$ cat src/rtl/rc4_prga_decrypt_if.sv
// Controller handshake and the S / encrypted / decrypted memory ports of the RC4 PRGA stage.
// key_ok exists only when RC4_TEXT_CHECK_EN is defined.
interface rc4_prga_decrypt_if #(parameter int MSG_LEN = 32);
  localparam int AW = (MSG_LEN > 1) ? $clog2(MSG_LEN) : 1;

  logic          start;
  logic          finish;
  logic [7:0]    s_addr;
  logic [7:0]    s_data;
  logic          s_wren;
  logic [7:0]    s_q;
  logic [AW-1:0] e_addr;
  logic [7:0]    e_q;
  logic [AW-1:0] d_addr;
  logic [7:0]    d_data;
  logic          d_wren;
`ifdef RC4_TEXT_CHECK_EN
  logic          key_ok;

  modport master (output start, s_q, e_q,
                  input  finish, s_addr, s_data, s_wren, e_addr, d_addr, d_data, d_wren, key_ok);
  modport slave  (input  start, s_q, e_q,
                  output finish, s_addr, s_data, s_wren, e_addr, d_addr, d_data, d_wren, key_ok);
`else
  modport master (output start, s_q, e_q,
                  input  finish, s_addr, s_data, s_wren, e_addr, d_addr, d_data, d_wren);
  modport slave  (input  start, s_q, e_q,
                  output finish, s_addr, s_data, s_wren, e_addr, d_addr, d_data, d_wren);
`endif
endinterface

$ cat src/rtl/rc4_prga_decrypt.sv
// RC4 keystream generation over a pre-shuffled S RAM, XOR-decrypting MSG_LEN ROM bytes into a RAM.
// Optional RC4_TEXT_CHECK_EN adds key_ok and aborts on the first byte that is not lowercase/space.
module rc4_prga_decrypt #(
  parameter int MSG_LEN = 32
) (
  input logic               clk,
  input logic               rst,
  rc4_prga_decrypt_if.slave bus
);
  localparam int AW = (MSG_LEN > 1) ? $clog2(MSG_LEN) : 1;
  localparam logic [AW-1:0] K_LAST = AW'(MSG_LEN - 1);

  typedef enum logic [3:0] {
    ST_IDLE, ST_FETCH_SI, ST_CALC_J, ST_FETCH_SJ, ST_SWAP_I,
    ST_SWAP_J, ST_FETCH_F, ST_XOR, ST_WRITE_D, ST_DONE
  } state_t;

  state_t        state, state_nx;
  logic [7:0]    i, j, si, sj, i_nx, j_nx, si_nx, sj_nx;
  logic [AW-1:0] k, k_nx;
  logic [7:0]    s_addr_r, s_addr_nx;
  logic          s_wren_r, s_wren_nx;
  logic [AW-1:0] e_addr_r, e_addr_nx, d_addr_r, d_addr_nx;
  logic [7:0]    d_data_r, d_data_nx;
  logic          d_wren_r, d_wren_nx;
  logic          finish_r, finish_nx;
  logic [7:0]    pt;
  logic          pt_ok;
`ifdef RC4_TEXT_CHECK_EN
  logic          key_ok_r, key_ok_nx;
`endif

  assign pt = bus.s_q ^ bus.e_q;
`ifdef RC4_TEXT_CHECK_EN
  assign pt_ok = ((pt >= 8'h61) && (pt <= 8'h7A)) || (pt == 8'h20);
`else
  assign pt_ok = 1'b1;
`endif

  always_ff @(posedge clk) begin
    if (rst) begin
      state    <= ST_IDLE;
      i        <= '0;
      j        <= '0;
      si       <= '0;
      sj       <= '0;
      k        <= '0;
      s_addr_r <= '0;
      s_wren_r <= 1'b0;
      e_addr_r <= '0;
      d_addr_r <= '0;
      d_data_r <= '0;
      d_wren_r <= 1'b0;
      finish_r <= 1'b0;
`ifdef RC4_TEXT_CHECK_EN
      key_ok_r <= 1'b0;
`endif
    end else begin
      state    <= state_nx;
      i        <= i_nx;
      j        <= j_nx;
      si       <= si_nx;
      sj       <= sj_nx;
      k        <= k_nx;
      s_addr_r <= s_addr_nx;
      s_wren_r <= s_wren_nx;
      e_addr_r <= e_addr_nx;
      d_addr_r <= d_addr_nx;
      d_data_r <= d_data_nx;
      d_wren_r <= d_wren_nx;
      finish_r <= finish_nx;
`ifdef RC4_TEXT_CHECK_EN
      key_ok_r <= key_ok_nx;
`endif
    end
  end

  // Each branch computes the output values the next state holds for its whole duration.
  always_comb begin
    state_nx  = state;
    i_nx      = i;
    j_nx      = j;
    si_nx     = si;
    sj_nx     = sj;
    k_nx      = k;
    s_addr_nx = s_addr_r;
    s_wren_nx = s_wren_r;
    e_addr_nx = e_addr_r;
    d_addr_nx = d_addr_r;
    d_data_nx = d_data_r;
    d_wren_nx = d_wren_r;
    finish_nx = finish_r;
`ifdef RC4_TEXT_CHECK_EN
    key_ok_nx = key_ok_r;
`endif
    case (state)
      ST_IDLE: if (bus.start) begin
        state_nx  = ST_FETCH_SI;
        i_nx      = 8'd1;
        j_nx      = '0;
        si_nx     = '0;
        sj_nx     = '0;
        k_nx      = '0;
        s_addr_nx = 8'd1;
`ifdef RC4_TEXT_CHECK_EN
        key_ok_nx = 1'b1;
`endif
      end
      ST_FETCH_SI: state_nx = ST_CALC_J;
      ST_CALC_J: begin
        si_nx     = bus.s_q;
        j_nx      = j + bus.s_q;
        s_addr_nx = j + bus.s_q;
        state_nx  = ST_FETCH_SJ;
      end
      // The read of S[j] is captured at this edge, so the address can move on to i.
      ST_FETCH_SJ: begin
        s_addr_nx = i;
        s_wren_nx = 1'b1;
        state_nx  = ST_SWAP_I;
      end
      ST_SWAP_I: begin
        sj_nx     = bus.s_q;
        s_addr_nx = j;
        state_nx  = ST_SWAP_J;
      end
      ST_SWAP_J: begin
        s_wren_nx = 1'b0;
        s_addr_nx = si + sj;
        e_addr_nx = k;
        state_nx  = ST_FETCH_F;
      end
      ST_FETCH_F: state_nx = ST_XOR;
      ST_XOR: begin
        if (pt_ok) begin
          d_data_nx = pt;
          d_addr_nx = k;
          d_wren_nx = 1'b1;
          state_nx  = ST_WRITE_D;
        end else begin
          finish_nx = 1'b1;
          state_nx  = ST_DONE;
`ifdef RC4_TEXT_CHECK_EN
          key_ok_nx = 1'b0;
`endif
        end
      end
      ST_WRITE_D: begin
        d_wren_nx = 1'b0;
        if (k == K_LAST) begin
          finish_nx = 1'b1;
          state_nx  = ST_DONE;
        end else begin
          k_nx      = k + 1'b1;
          i_nx      = i + 8'd1;
          s_addr_nx = i + 8'd1;
          state_nx  = ST_FETCH_SI;
        end
      end
      ST_DONE: state_nx = ST_DONE;
      default: state_nx = ST_IDLE;
    endcase
  end

  // S[j] only arrives in SWAP_I, so that write forwards the read port; SWAP_J writes the saved S[i].
  assign bus.s_data = (state == ST_SWAP_I) ? bus.s_q : si;
  assign bus.s_addr = s_addr_r;
  assign bus.s_wren = s_wren_r;
  assign bus.e_addr = e_addr_r;
  assign bus.d_addr = d_addr_r;
  assign bus.d_data = d_data_r;
  assign bus.d_wren = d_wren_r;
  assign bus.finish = finish_r;
`ifdef RC4_TEXT_CHECK_EN
  assign bus.key_ok = key_ok_r;
`endif
endmodule

$ cat src/flat_wrapper.sv
// flat-port wrapper written by rule: the top's interface ports become plain ports
module rc4_prga_decrypt_flat 
#(
  parameter int MSG_LEN = 32
)
  (clk, rst, bus_start, bus_s_q, bus_e_q, bus_finish, bus_s_addr, bus_s_data, bus_s_wren, bus_e_addr, bus_d_addr, bus_d_data, bus_d_wren);
  rc4_prga_decrypt_if #(.MSG_LEN(MSG_LEN)) bus_i ();
  input logic clk;
  input logic rst;
  input wire logic [$bits(bus_i.start)-1:0] bus_start;
  input wire logic [$bits(bus_i.s_q)-1:0] bus_s_q;
  input wire logic [$bits(bus_i.e_q)-1:0] bus_e_q;
  output wire logic [$bits(bus_i.finish)-1:0] bus_finish;
  output wire logic [$bits(bus_i.s_addr)-1:0] bus_s_addr;
  output wire logic [$bits(bus_i.s_data)-1:0] bus_s_data;
  output wire logic [$bits(bus_i.s_wren)-1:0] bus_s_wren;
  output wire logic [$bits(bus_i.e_addr)-1:0] bus_e_addr;
  output wire logic [$bits(bus_i.d_addr)-1:0] bus_d_addr;
  output wire logic [$bits(bus_i.d_data)-1:0] bus_d_data;
  output wire logic [$bits(bus_i.d_wren)-1:0] bus_d_wren;
  assign bus_i.start = bus_start;
  assign bus_i.s_q = bus_s_q;
  assign bus_i.e_q = bus_e_q;
  assign bus_finish = bus_i.finish;
  assign bus_s_addr = bus_i.s_addr;
  assign bus_s_data = bus_i.s_data;
  assign bus_s_wren = bus_i.s_wren;
  assign bus_e_addr = bus_i.e_addr;
  assign bus_d_addr = bus_i.d_addr;
  assign bus_d_data = bus_i.d_data;
  assign bus_d_wren = bus_i.d_wren;
  rc4_prga_decrypt #(.MSG_LEN(MSG_LEN)) u_core (.clk(clk), .rst(rst), .bus(bus_i));
endmodule
$ cat config.mk
export PLATFORM = sky130hd
export DESIGN_NAME = rc4_prga_decrypt_flat
export DESIGN_NICKNAME = d
export VERILOG_FILES = /design/src/rtl/rc4_prga_decrypt_if.sv /design/src/rtl/rc4_prga_decrypt.sv /design/src/flat_wrapper.sv
export SDC_FILE = /design/constraint.sdc
export NUM_CORES = 1
export LEC_CHECK = 0
export ABC_AREA = 1
export BUFFER_PORTS_ARGS = -buffer_cell sky130_fd_sc_hd__buf_2
export CORE_ASPECT_RATIO = 0.6
export CORE_MARGIN = 4
export CORE_UTILIZATION = 40
export CTS_BUF_LIST = sky130_fd_sc_hd__clkbuf_16
export CTS_CLUSTER_SIZE = 14
export DETAILED_ROUTE_END_ITERATION = 7
export GPL_ROUTABILITY_DRIVEN = 0
export SETUP_SLACK_MARGIN = 0.3
export SYNTH_ARGS = -nofsm -noshare
export SYNTH_HDL_FRONTEND = slang
export SYNTH_SLANG_ARGS = --single-unit
$ cat constraint.sdc
create_clock -name clk -period 1.8 [get_ports clk]
set_input_delay 0.18 -clock clk [delete_from_list [all_inputs] [get_ports clk]]
set_output_delay 0.18 -clock clk [all_outputs]
set_load 0.02 [all_outputs]
==> flow_summary.json, run 1 <==
{
  "vdd.ir_drop.worst_v": 0.000490,
  "rsz0062_at_grt": "true",
  "worstPathMaxFanout": 8,
  "globalRoute.totalOverflow": 0,
  "highest_attainable_clock_frequency_mhz": 566,
  "combPwrFrac_pct": 22.4,
  "synthMostInstantiatedCell": "sky130_fd_sc_hd__nand2_1",
  "max_clock_skew_ns": 0.00672,
  "postSynthRegisterBits": 70,
  "detail_route.wl_per_cell_um": 15.3,
  "io-pin-count": 56,
  "setup-violations-final": 0,
  "maxSlewViolCount": 0,
  "cts_buffers": 9,
  "grt_util_met1_pct": 26.4,
  "path_cells": "ha_4 -> nand2_2 -> nor2_2 -> ha_2 -> nand2_4 -> nand2_4 -> nor2_4 -> a21oi_4 -> clkbuf_16 -> nand2_4 -> a21oi_2",
  "crit_slowest_cell": "sky130_fd_sc_hd__dfxtp_4",
  "synth_area_um2": 3690,
  "worst_hold_slack_ns": 0.130,
  "antenna_cells_inserted": 0,
  "core_region_area_um2": 8750,
  "startpoint": "u_core.k[0]$_SDFFE_PP0P_",
  "grt_start_max_net_pins": 42,
  "route.final.wire_length_um": 11500,
  "path_common_cell": "sky130_fd_sc_hd__nand2_4",
  "die_outline_area_um2": 10900,
  "fin_ws_ns": 0.0318,
  "place.detailed.instances": 698,
  "dp_slack_ns": 0.0426,
  "path_clk_slew_ns": 0.06,
  "outcome": "completed",
  "number_of_enable_type_register_cells_in_the_synthesized_netlist": 0,
  "worstPathBufferInverterCount": 1,
  "synth_async_sr_flop_share_pct": 0,
  "grt_antenna_before_repair": 0,
  "postPlaceCellArea_um2": 4230,
  "seq_power_share_pct": 35.4,
  "power_switching_mw": 1.40,
  "worst_slew_margin_rel_pct": 63.0,
  "power_density_nw_per_um2": 877,
  "p_sw_share_pct": 29.0,
  "layoutNonFillerInstCount": 755,
  "antenna_left": 0,
  "placement.io_buffers": 55,
  "grt.met3_usage_pct": 6.30,
  "drc_errors": 0,
  "use_met2_pct": 33.7,
  "number_of_violations_reported_at_the_end_of_detailed_routing_iteration_0": 248,
  "critical-path-top-delay-family": "simple AND/OR/NAND/NOR gates",
  "final_net_count": 676,
  "syn_to_final_growth_pct": 49.3,
  "worstSetupPathType": "register to register",
  "cts.htree.levels": 3,
  "synth.net_count": 567,
  "synthDistinctLibCells": 33,
  "initial_utilization_pct": 42.2,
  "dieWidth_um": 132,
  "post-route-period-util_pct": 98.2,
  "tritoncts_num_sinks": 70,
  "drt_pass1_iterations": 5,
  "synthTopCellsByCount": "144 x sky130_fd_sc_hd__nand2_1, 70 x sky130_fd_sc_hd__dfxtp_1, 68 x sky130_fd_sc_hd__a21oi_1, 52 x sky130_fd_sc_hd__inv_1, 47 x sky130_fd_sc_hd__nor2_1",
  "synth.top_cell.area_share_pct": 38.0,
  "period_minus_slack_ns": 1.77,
  "worstPathRequired_ns": 2.07,
  "synth_top_area_cell": "sky130_fd_sc_hd__dfxtp_1",
  "layout-drive-gt1-share_pct": 40.6,
  "capturing_element_type_of_the_critical_path": "register",
  "grt_pass1_vias": 3727,
  "crit-reg2reg-launch": "u_core.k[0]$_SDFFE_PP0P_",
  "worstHoldPathType": "input pin to register",
  "drv_cap": 0,
  "dp_hpwl_um": 7570,
  "cellInternalPower_mw": 3.43,
  "yosys_warnings": 0,
  "regToRegSetupSlack_ns": 0.03,
  "die_height_um": 82.4,
  "dominantRegCellSynth": "sky130_fd_sc_hd__dfxtp_1",
  "reg2reg_to": "u_core.j[0]$_SDFFE_PP0P_",
  "worst_reg2reg_path_depth": 11,
  "clock_insertion_delay_worst_skew_ns": 0.35,
  "worst_setup_path_start_kind": "register",
  "clock_tree_from_tritoncts": "yes",
  "root_buffer": "sky130_fd_sc_hd__clkbuf_16",
  "synthesis.instances": 529,
  "cpPeakStageDelay_ns": 0.36,
  "worstHoldStart": "bus_e_q[2]",
  "synthesis.area_per_instance_um2": 6.97,
  "grt_most_used_layer": "met2",
  "hold_path_depth": 3,
  "cp_data_arrival_time_ns": 2.04,
  "num_rows": 26,
  "hold_bufs_at_cts": 0,
  "tightestPinTransition_ns": 0.555,
  "p_leak_nw": 2.53,
  "finalHoldViolCount": 0,
  "grt_util_all_layers_pct": 20.5,
  "power_frac_clock_pct": 42.2,
  "vias_per_cell": 5.19,
  "routed-via-count": 3922,
  "seq_area_frac_synth_pct": 38.0,
  "hold_path_end": "u_core.bus.d_data[2]$_SDFFE_PP0P_",
  "clk_path_buf_depth": 2,
  "fin_area_um2": 5510,
  "synth.top_cells.by_area": "sky130_fd_sc_hd__dfxtp_1 38%, sky130_fd_sc_hd__nand2_1 15%, sky130_fd_sc_hd__a21oi_1 9.2%",
  "grt_pass1_wl_um": 17800
}
-- stage by stage --
stage / setup TNS, ns / total power [mW] / util [%]
floorplan: 0 / 2.22 / -
global placement: 0 / 2.44 / 48.3
detailed placement: 0 / 2.45 / 48.3
CTS: 0 / 4.65 / 57.9
global route: -0.276 / 5.05 / 62.9
finish: 0 / 4.83 / 62.9
-- flip-flops by register name, summed over array words and instances, names as in the netlist --
signal / flops
u_core.bus.d_data: 8
u_core.bus.s_addr: 8
u_core.i: 8
u_core.j: 8
u_core.si: 8
u_core.sj: 8
u_core.bus.d_addr: 5
u_core.bus.e_addr: 5
u_core.k: 5
u_core.state: 4
u_core.bus.d_wren: 1
u_core.bus.finish: 1
u_core.bus.s_wren: 1
-- power by group through the flow --
stage,clock (mW),sequential (mW),combinational (mW)
after floorplan,0,1.74,0.480
after global placement,0,1.73,0.713
after detailed placement,0,1.73,0.723
after CTS,2.07,1.70,0.881
after global routing,2.15,1.72,1.18
final,2.04,1.71,1.08
-- layer usage --
| metal | wire [um] | share of wire (%) |
|---|---|---|
| met1 | 5460 | 47 |
| met5 | 0 | 0 |
| met2 | 5200 | 45 |
| met4 | 129 | 1.1 |
| met3 | 749 | 6.5 |
-- logic make-up after synthesis --
group	Yosys count	share of synthesized area (%)
AO/OA/AOI/OAI	118	16.9
buffers and inverters	68	7.26
flip-flops	70	38.0
XOR/XNOR	10	2.37
adder cells (fa/ha/maj)	19	6.85
AND/OR/NAND/NOR	244	28.6
-- area by class of cell --
cell class                 count  area, um^2
multi-input combinational    391        2540
sequential                    70        1440
fill                         753        3250
clock buffer                   9         225
tap                          112         140
timing repair buffer         112         830
clock inverter                 7         113
inverter                      54         223
-- worst min-delay path: stages --
cell,delay [ns]
sky130_fd_sc_hd__buf_2,0.08
sky130_fd_sc_hd__xnor2_1,0.10
sky130_fd_sc_hd__a21oi_1,0.06
-- how the worst max path moves through the flow --
stage / to / slack [ns] / depth (start not counted)
2_1_floorplan: u_core.k[4]$_SDFFE_PP0P_ / 0.19 / 11
3_3_place_gp: u_core.bus.s_addr[4]$_SDFFE_PP0P_ / 0.05 / 10
3_5_place_dp: u_core.bus.s_addr[4]$_SDFFE_PP0P_ / 0.04 / 10
4_1_cts: u_core.bus.s_addr[4]$_SDFFE_PP0P_ / 0.10 / 9
5_1_grt: u_core.j[0]$_SDFFE_PP0P_ / -0.03 / 11
6_report: u_core.j[0]$_SDFFE_PP0P_ / 0.03 / 11
-- cell usage in the layout, fill, tap and decap left out, types with 4 or more instances in the layout --
cell                        synthesis  layout
sky130_fd_sc_hd__a21oi_2            1      19
sky130_fd_sc_hd__dfxtp_1           70      52
sky130_fd_sc_hd__buf_6              1      17
sky130_fd_sc_hd__buf_4              0      44
sky130_fd_sc_hd__nand2_2            1      27
sky130_fd_sc_hd__xnor2_1            9       9
sky130_fd_sc_hd__nor2_1            47      38
sky130_fd_sc_hd__nor2_4             3       8
sky130_fd_sc_hd__ha_4               0      10
sky130_fd_sc_hd__nand4_1            6       6
sky130_fd_sc_hd__nor2_2             1       5
sky130_fd_sc_hd__dfxtp_4            0       5
sky130_fd_sc_hd__o21ai_1            0       7
sky130_fd_sc_hd__buf_2              4      47
sky130_fd_sc_hd__nand2_1          144     101
sky130_fd_sc_hd__nand2_4            3      20
sky130_fd_sc_hd__o21ai_2            0       4
sky130_fd_sc_hd__nand3_1           30      26
sky130_fd_sc_hd__inv_1             52      47
sky130_fd_sc_hd__o21ai_0           40      29
sky130_fd_sc_hd__a21oi_1           68      49
sky130_fd_sc_hd__ha_1              17       5
sky130_fd_sc_hd__clkbuf_16          0      10
sky130_fd_sc_hd__dfxtp_2            0      13
-- repair_timing --
item                       4_1_cts  5_1_grt
pin swaps                       22       35
buffers inserted                26       13
setup endpoints to repair       62       66
resized for setup               89       92
cloned                           0        2
Note: power is estimated with default switching activity, not from simulation.
==> run 2, diff against run 1 <==
Settings changed: CTS_BUF_LIST sky130_fd_sc_hd__clkbuf_16 to not set.
==> flow_summary.json, run 2 (synthesis results as in run 1) <==
{
  "outcome": "completed",
  "clock_insertion_delay_worst_skew_ns": 0.34,
  "worstHoldStart": "bus_e_q[2]",
  "layout-drive-gt1-share_pct": 40.5,
  "worst_setup_path_start_kind": "register",
  "period_minus_slack_ns": 1.77,
  "max_clock_skew_ns": 0.00577,
  "vdd.ir_drop.worst_v": 0.000490,
  "startpoint": "u_core.k[0]$_SDFFE_PP0P_",
  "grt_util_all_layers_pct": 20.5,
  "filler_cell_count": 764,
  "initial_utilization_pct": 42.2,
  "power_mw": 4.86,
  "cp_data_arrival_time_ns": 2.03,
  "worstPathMaxFanout": 8,
  "io-pin-count": 56,
  "drt_pass1_iterations": 5,
  "route.final.wire_length_um": 11600,
  "grt_pass1_vias": 3729,
  "p_leak_nw": 2.53,
  "worstSetupPathType": "register to register",
  "root_buffer": "sky130_fd_sc_hd__clkbuf_16",
  "clk_path_buf_depth": 2,
  "die_outline_area_um2": 10900,
  "most-common-layout-cells": "102 x sky130_fd_sc_hd__nand2_1, 52 x sky130_fd_sc_hd__dfxtp_1, 50 x sky130_fd_sc_hd__a21oi_1, 47 x sky130_fd_sc_hd__inv_1, 47 x sky130_fd_sc_hd__buf_2",
  "die_height_um": 82.4,
  "syn_to_final_growth_pct": 48.7,
  "finalHoldViolCount": 0,
  "mostFrequentLayoutCell": "sky130_fd_sc_hd__nand2_1",
  "highest_attainable_clock_frequency_mhz": 566,
  "tritoncts_num_sinks": 70,
  "grt_start_max_net_pins": 42,
  "grt_antenna_before_repair": 0,
  "worstPathRequired_ns": 2.07,
  "number_of_violations_reported_at_the_end_of_detailed_routing_iteration_0": 268,
  "rsz0062_at_grt": "true",
  "setup-violations-final": 0,
  "placement.io_buffers": 55,
  "timing.setup.tns_ns": 0,
  "capturing_element_type_of_the_critical_path": "register",
  "antenna_left": 0,
  "worst_slew_margin_rel_pct": 63.3,
  "globalRoute.totalOverflow": 0,
  "drc_errors": 0,
  "tightestPinTransition_ns": 0.550,
  "clock_tree_from_tritoncts": "yes",
  "dp_hpwl_um": 7570,
  "detail_route.wl_per_cell_um": 15.4,
  "final_net_count": 675,
  "drv_cap": 0,
  "path_clk_slew_ns": 0.06,
  "vias_per_cell": 5.20,
  "routed-via-count": 3920,
  "antenna_cells_inserted": 0,
  "crit-reg2reg-launch": "u_core.k[0]$_SDFFE_PP0P_",
  "grt_pass1_wl_um": 17900,
  "worstHoldPathType": "input pin to register",
  "post-route-period-util_pct": 98.1,
  "cts.htree.levels": 3,
  "hold_bufs_at_cts": 0,
  "power_density_nw_per_um2": 886,
  "cts_buffers": 9,
  "num_rows": 26,
  "dieWidth_um": 132,
  "maxSlewViolCount": 0,
  "layout.core_utilization_pct": 62.7,
  "core_region_area_um2": 8750
}
run 2: changes by cell type in the layout (fill, tap and decap cells not counted), sizes merged:
cell,change
buf,-1
clkbuf,+1
clkinv,-1
run 2: through the flow:
step                      std cells  worst slack, ns  instance area (um^2)  hold WS, ns
after floorplan                 529            0.193                  3750        0.328
after global placement          698           0.0459                  4230        0.450
after detailed placement        698           0.0426                  4230        0.452
after CTS                       740            0.105                  5070        0.126
after global routing            754          -0.0322                  5490        0.127
final                           754           0.0346                  5490        0.132
run 2: where the power goes:
group	total, mW	leakage (nW)	internal [mW]	switching, mW
registers	1.71	0.577	1.63	0.0798
clock network	2.08	0.172	1.39	0.690
logic	1.07	1.78	0.445	0.625
run 2: critical path, stage by stage, from the launching register on:
cell and delay [ns]:
sky130_fd_sc_hd__dfxtp_4 0.36, sky130_fd_sc_hd__ha_4 0.13, sky130_fd_sc_hd__nand2_2 0.05, sky130_fd_sc_hd__nor2_2 0.10, sky130_fd_sc_hd__ha_2 0.21, sky130_fd_sc_hd__nand2_4 0.06, sky130_fd_sc_hd__nand2_4 0.07, sky130_fd_sc_hd__nor2_4 0.07
sky130_fd_sc_hd__a21oi_4 0.21, sky130_fd_sc_hd__clkbuf_16 0.23, sky130_fd_sc_hd__nand2_4 0.05, sky130_fd_sc_hd__a21oi_2 0.13
run 2: per-layer routing:
metal  GRT usage [%]  routed length [um]  vias up
li1                -                   -     1960
met1            26.5                5490     1843
met2            33.7                5240       99
met3            6.30                 694       18
met4            5.66                 149        0
met5               0                   0        -
run 2: worst paths after layout:
path                                             to  slack, ns  cells past startpoint
setup reg to reg           u_core.j[0]$_SDFFE_PP0P_       0.03                     11
hold / removal    u_core.bus.d_data[2]$_SDFFE_PP0P_       0.13                      3
hold reg to reg      u_core.bus.finish$_SDFFE_PP0P_       0.45                      2
setup / recovery           u_core.j[0]$_SDFFE_PP0P_       0.03                     11
run 2: layout make-up:
| class | count | area [um^2] | area share [%] |
|---|---|---|---|
| well taps | 112 | 140 | 2.55 |
| multi-input cells | 391 | 2520 | 46.0 |
| inverters | 54 | 223 | 4.06 |
| flip-flops and latches | 70 | 1440 | 26.2 |
| clock inverters | 6 | 109 | 1.98 |
| clock buffers | 10 | 239 | 4.36 |
| repair buffers | 111 | 815 | 14.8 |
run 2: what timing repair did:
item                                    4_1_cts  5_1_grt
resized for setup                            89       87
buffers inserted                             26       12
cloned                                        0        2
pin swaps                                    22       34
endpoints found under the setup margin       61       66
==> run 3, diff against run 2 <==
Settings changed: CORE_MARGIN 4 to not set, GPL_TIMING_DRIVEN set to 0.
==> flow_summary.json, run 3 (synthesis results as in run 1) <==
{
  "die_height_um": 76.4,
  "power_switching_mw": 1.36,
  "path_clk_slew_ns": 0.06,
  "cp_data_arrival_time_ns": 2.11,
  "clock_tree_from_tritoncts": "yes",
  "p_leak_nw": 2.33,
  "drc_errors": 0,
  "placement.io_buffers": 54,
  "worstPathBufferInverterCount": 1,
  "failed_checks": "setup timing",
  "rsz0062_at_grt": "true",
  "syn_to_final_growth_pct": 39.6,
  "crit_slowest_cell": "sky130_fd_sc_hd__dfxtp_2",
  "critical-path-top-delay-family": "simple AND/OR/NAND/NOR gates",
  "clk_path_buf_depth": 2,
  "routed-via-count": 3956,
  "path_cells": "ha_4 -> nand2_2 -> nor2_1 -> ha_2 -> nand2_4 -> nand2_4 -> nor2_4 -> a21oi_4 -> buf_6 -> nand2_2 -> a21oi_2",
  "antenna_left": 0,
  "grt_start_max_net_pins": 13,
  "num_rows": 26,
  "root_buffer": "sky130_fd_sc_hd__clkbuf_16",
  "cpPeakStageDelay_ns": 0.35,
  "outcome": "finished with violations",
  "mostFrequentLayoutCell": "sky130_fd_sc_hd__nand2_1",
  "layout-drive-gt1-share_pct": 32.5,
  "tritoncts_num_sinks": 70,
  "layout.core_utilization_pct": 59.1,
  "globalRoute.totalOverflow": 0,
  "grt_pass1_vias": 3572,
  "worstHoldPathType": "input pin to register",
  "number_of_violations_reported_at_the_end_of_detailed_routing_iteration_0": 270,
  "cellInternalPower_mw": 3.35,
  "cts.htree.levels": 3,
  "sequential_cell_area_um2": 1420,
  "setup-violations-final": 19,
  "power_frac_clock_pct": 41.9,
  "capturing_element_type_of_the_critical_path": "register",
  "most-common-layout-cells": "117 x sky130_fd_sc_hd__nand2_1, 62 x sky130_fd_sc_hd__dfxtp_1, 53 x sky130_fd_sc_hd__a21oi_1, 46 x sky130_fd_sc_hd__buf_2, 45 x sky130_fd_sc_hd__inv_1",
  "core_region_area_um2": 8720,
  "antenna_cells_inserted": 0,
  "combPwrFrac_pct": 21.9,
  "postPlaceCellArea_um2": 4160,
  "filler_cell_count": 819,
  "grt_util_all_layers_pct": 23.9,
  "worstPathRequired_ns": 2.06,
  "worstSetupPathType": "register to register",
  "timing.setup.tns_ns": -0.381,
  "fin_area_um2": 5150,
  "hold_bufs_at_cts": 0,
  "drv_cap": 0,
  "grt_antenna_before_repair": 0,
  "maxSlewViolCount": 0,
  "dp_hpwl_um": 7910,
  "dieWidth_um": 126,
  "fin_ws_ns": -0.0463,
  "die_outline_area_um2": 9620,
  "period_minus_slack_ns": 1.85,
  "route.final.wire_length_um": 11400,
  "p_sw_share_pct": 28.9,
  "detail_route.wl_per_cell_um": 15.3,
  "worst_slew_margin_rel_pct": 49.3,
  "max_clock_skew_ns": 0.00601,
  "grt_pass1_wl_um": 17900,
  "power_density_nw_per_um2": 914,
  "tightestPinTransition_ns": 0.760,
  "highest_attainable_clock_frequency_mhz": 542,
  "io-pin-count": 56,
  "drt_pass1_iterations": 5,
  "vias_per_cell": 5.33,
  "clock_insertion_delay_worst_skew_ns": 0.34,
  "cts_buffers": 9,
  "final_net_count": 663,
  "vdd.ir_drop.worst_v": 0.000798,
  "multi_input_comb_area_um2": 2310,
  "seq_power_share_pct": 36.2,
  "worstPathMaxFanout": 5,
  "post-route-period-util_pct": 103,
  "finalHoldViolCount": 0,
  "initial_utilization_pct": 42.3,
  "worst_setup_path_start_kind": "register"
}
-- run 3: changes by cell type in the layout (fill, tap and decap cells not counted), moves of 7 or more --
| cell | change |
|---|---|
| sky130_fd_sc_hd__buf_4 | -26 |
| sky130_fd_sc_hd__buf_6 | +7 |
| sky130_fd_sc_hd__clkbuf_1 | +7 |
| sky130_fd_sc_hd__dfxtp_1 | +10 |
| sky130_fd_sc_hd__dfxtp_2 | -9 |
| sky130_fd_sc_hd__ha_4 | -7 |
| sky130_fd_sc_hd__nand2_1 | +15 |
| sky130_fd_sc_hd__nand2_4 | -14 |
-- run 3: path summary, 6_finish.rpt --
kind | slack [ns] | from | endpoint | cells past startpoint
setup / recovery | -0.05 | u_core.k[0]$_SDFFE_PP0P_ | u_core.si[1]$_SDFFE_PP0P_ | 11
hold / removal | 0.14 | bus_e_q[3] | u_core.bus.d_data[3]$_SDFFE_PP0P_ | 3
setup reg to reg | -0.05 | u_core.k[0]$_SDFFE_PP0P_ | u_core.si[1]$_SDFFE_PP0P_ | 11
hold reg to reg | 0.45 | u_core.bus.finish$_SDFFE_PP0P_ | u_core.bus.finish$_SDFFE_PP0P_ | 2
-- run 3: layer usage --
metal | share of wire (%) | wire length, um | global-route usage [%] | vias up
met4 | 2.2 | 246 | 8.55 | 0
met1 | 50 | 5690 | 34.3 | 1855
li1 | - | - | - | 1928
met2 | 42 | 4710 | 34.9 | 144
met5 | 0 | 0 | 0 | -
met3 | 6.2 | 705 | 5.27 | 29
-- run 3: tightest hold or removal path, delay by kind of cell --
kind            cells  cell delay [ns]
compound gates      1             0.06
xor+xnor            1             0.10
buf+inv             1             0.08
-- run 3: cell type report --
cell class	instances	area share [%]
tap	112	2.72
buffer	14	2.21
clock buffer	10	4.86
clock inverter	6	1.60
sequential	70	27.6
inverter	54	4.23
multi-input combinational	391	44.8
timing repair buffer	85	12.0
-- run 3: stage by stage --
step	power, mW	setup slack [ns]	hold slack, ns	std cells
3_3_place_gp	2.43	-0.203	0.444	695
4_1_cts	4.58	0.0116	0.134	731
3_5_place_dp	2.44	-0.263	0.447	695
5_1_grt	4.92	-0.117	0.146	742
6_report	4.71	-0.0463	0.143	742
2_1_floorplan	2.22	0.193	0.328	529
-- run 3: repair_timing --
item                       4_1_cts  5_1_grt
pin swaps                       12       14
gates cloned                     1        1
setup buffers                   19       10
setup endpoints to repair       74       69
resized for setup               47       93
-- run 3: power by group through the flow --
stage | sequential, mW | clock, mW | combinational (mW)
2_1_floorplan | 1.74 | 0 | 0.480
3_3_place_gp | 1.72 | 0 | 0.705
3_5_place_dp | 1.73 | 0 | 0.713
4_1_cts | 1.70 | 2.00 | 0.878
5_1_grt | 1.71 | 2.08 | 1.12
6_report | 1.70 | 1.97 | 1.03
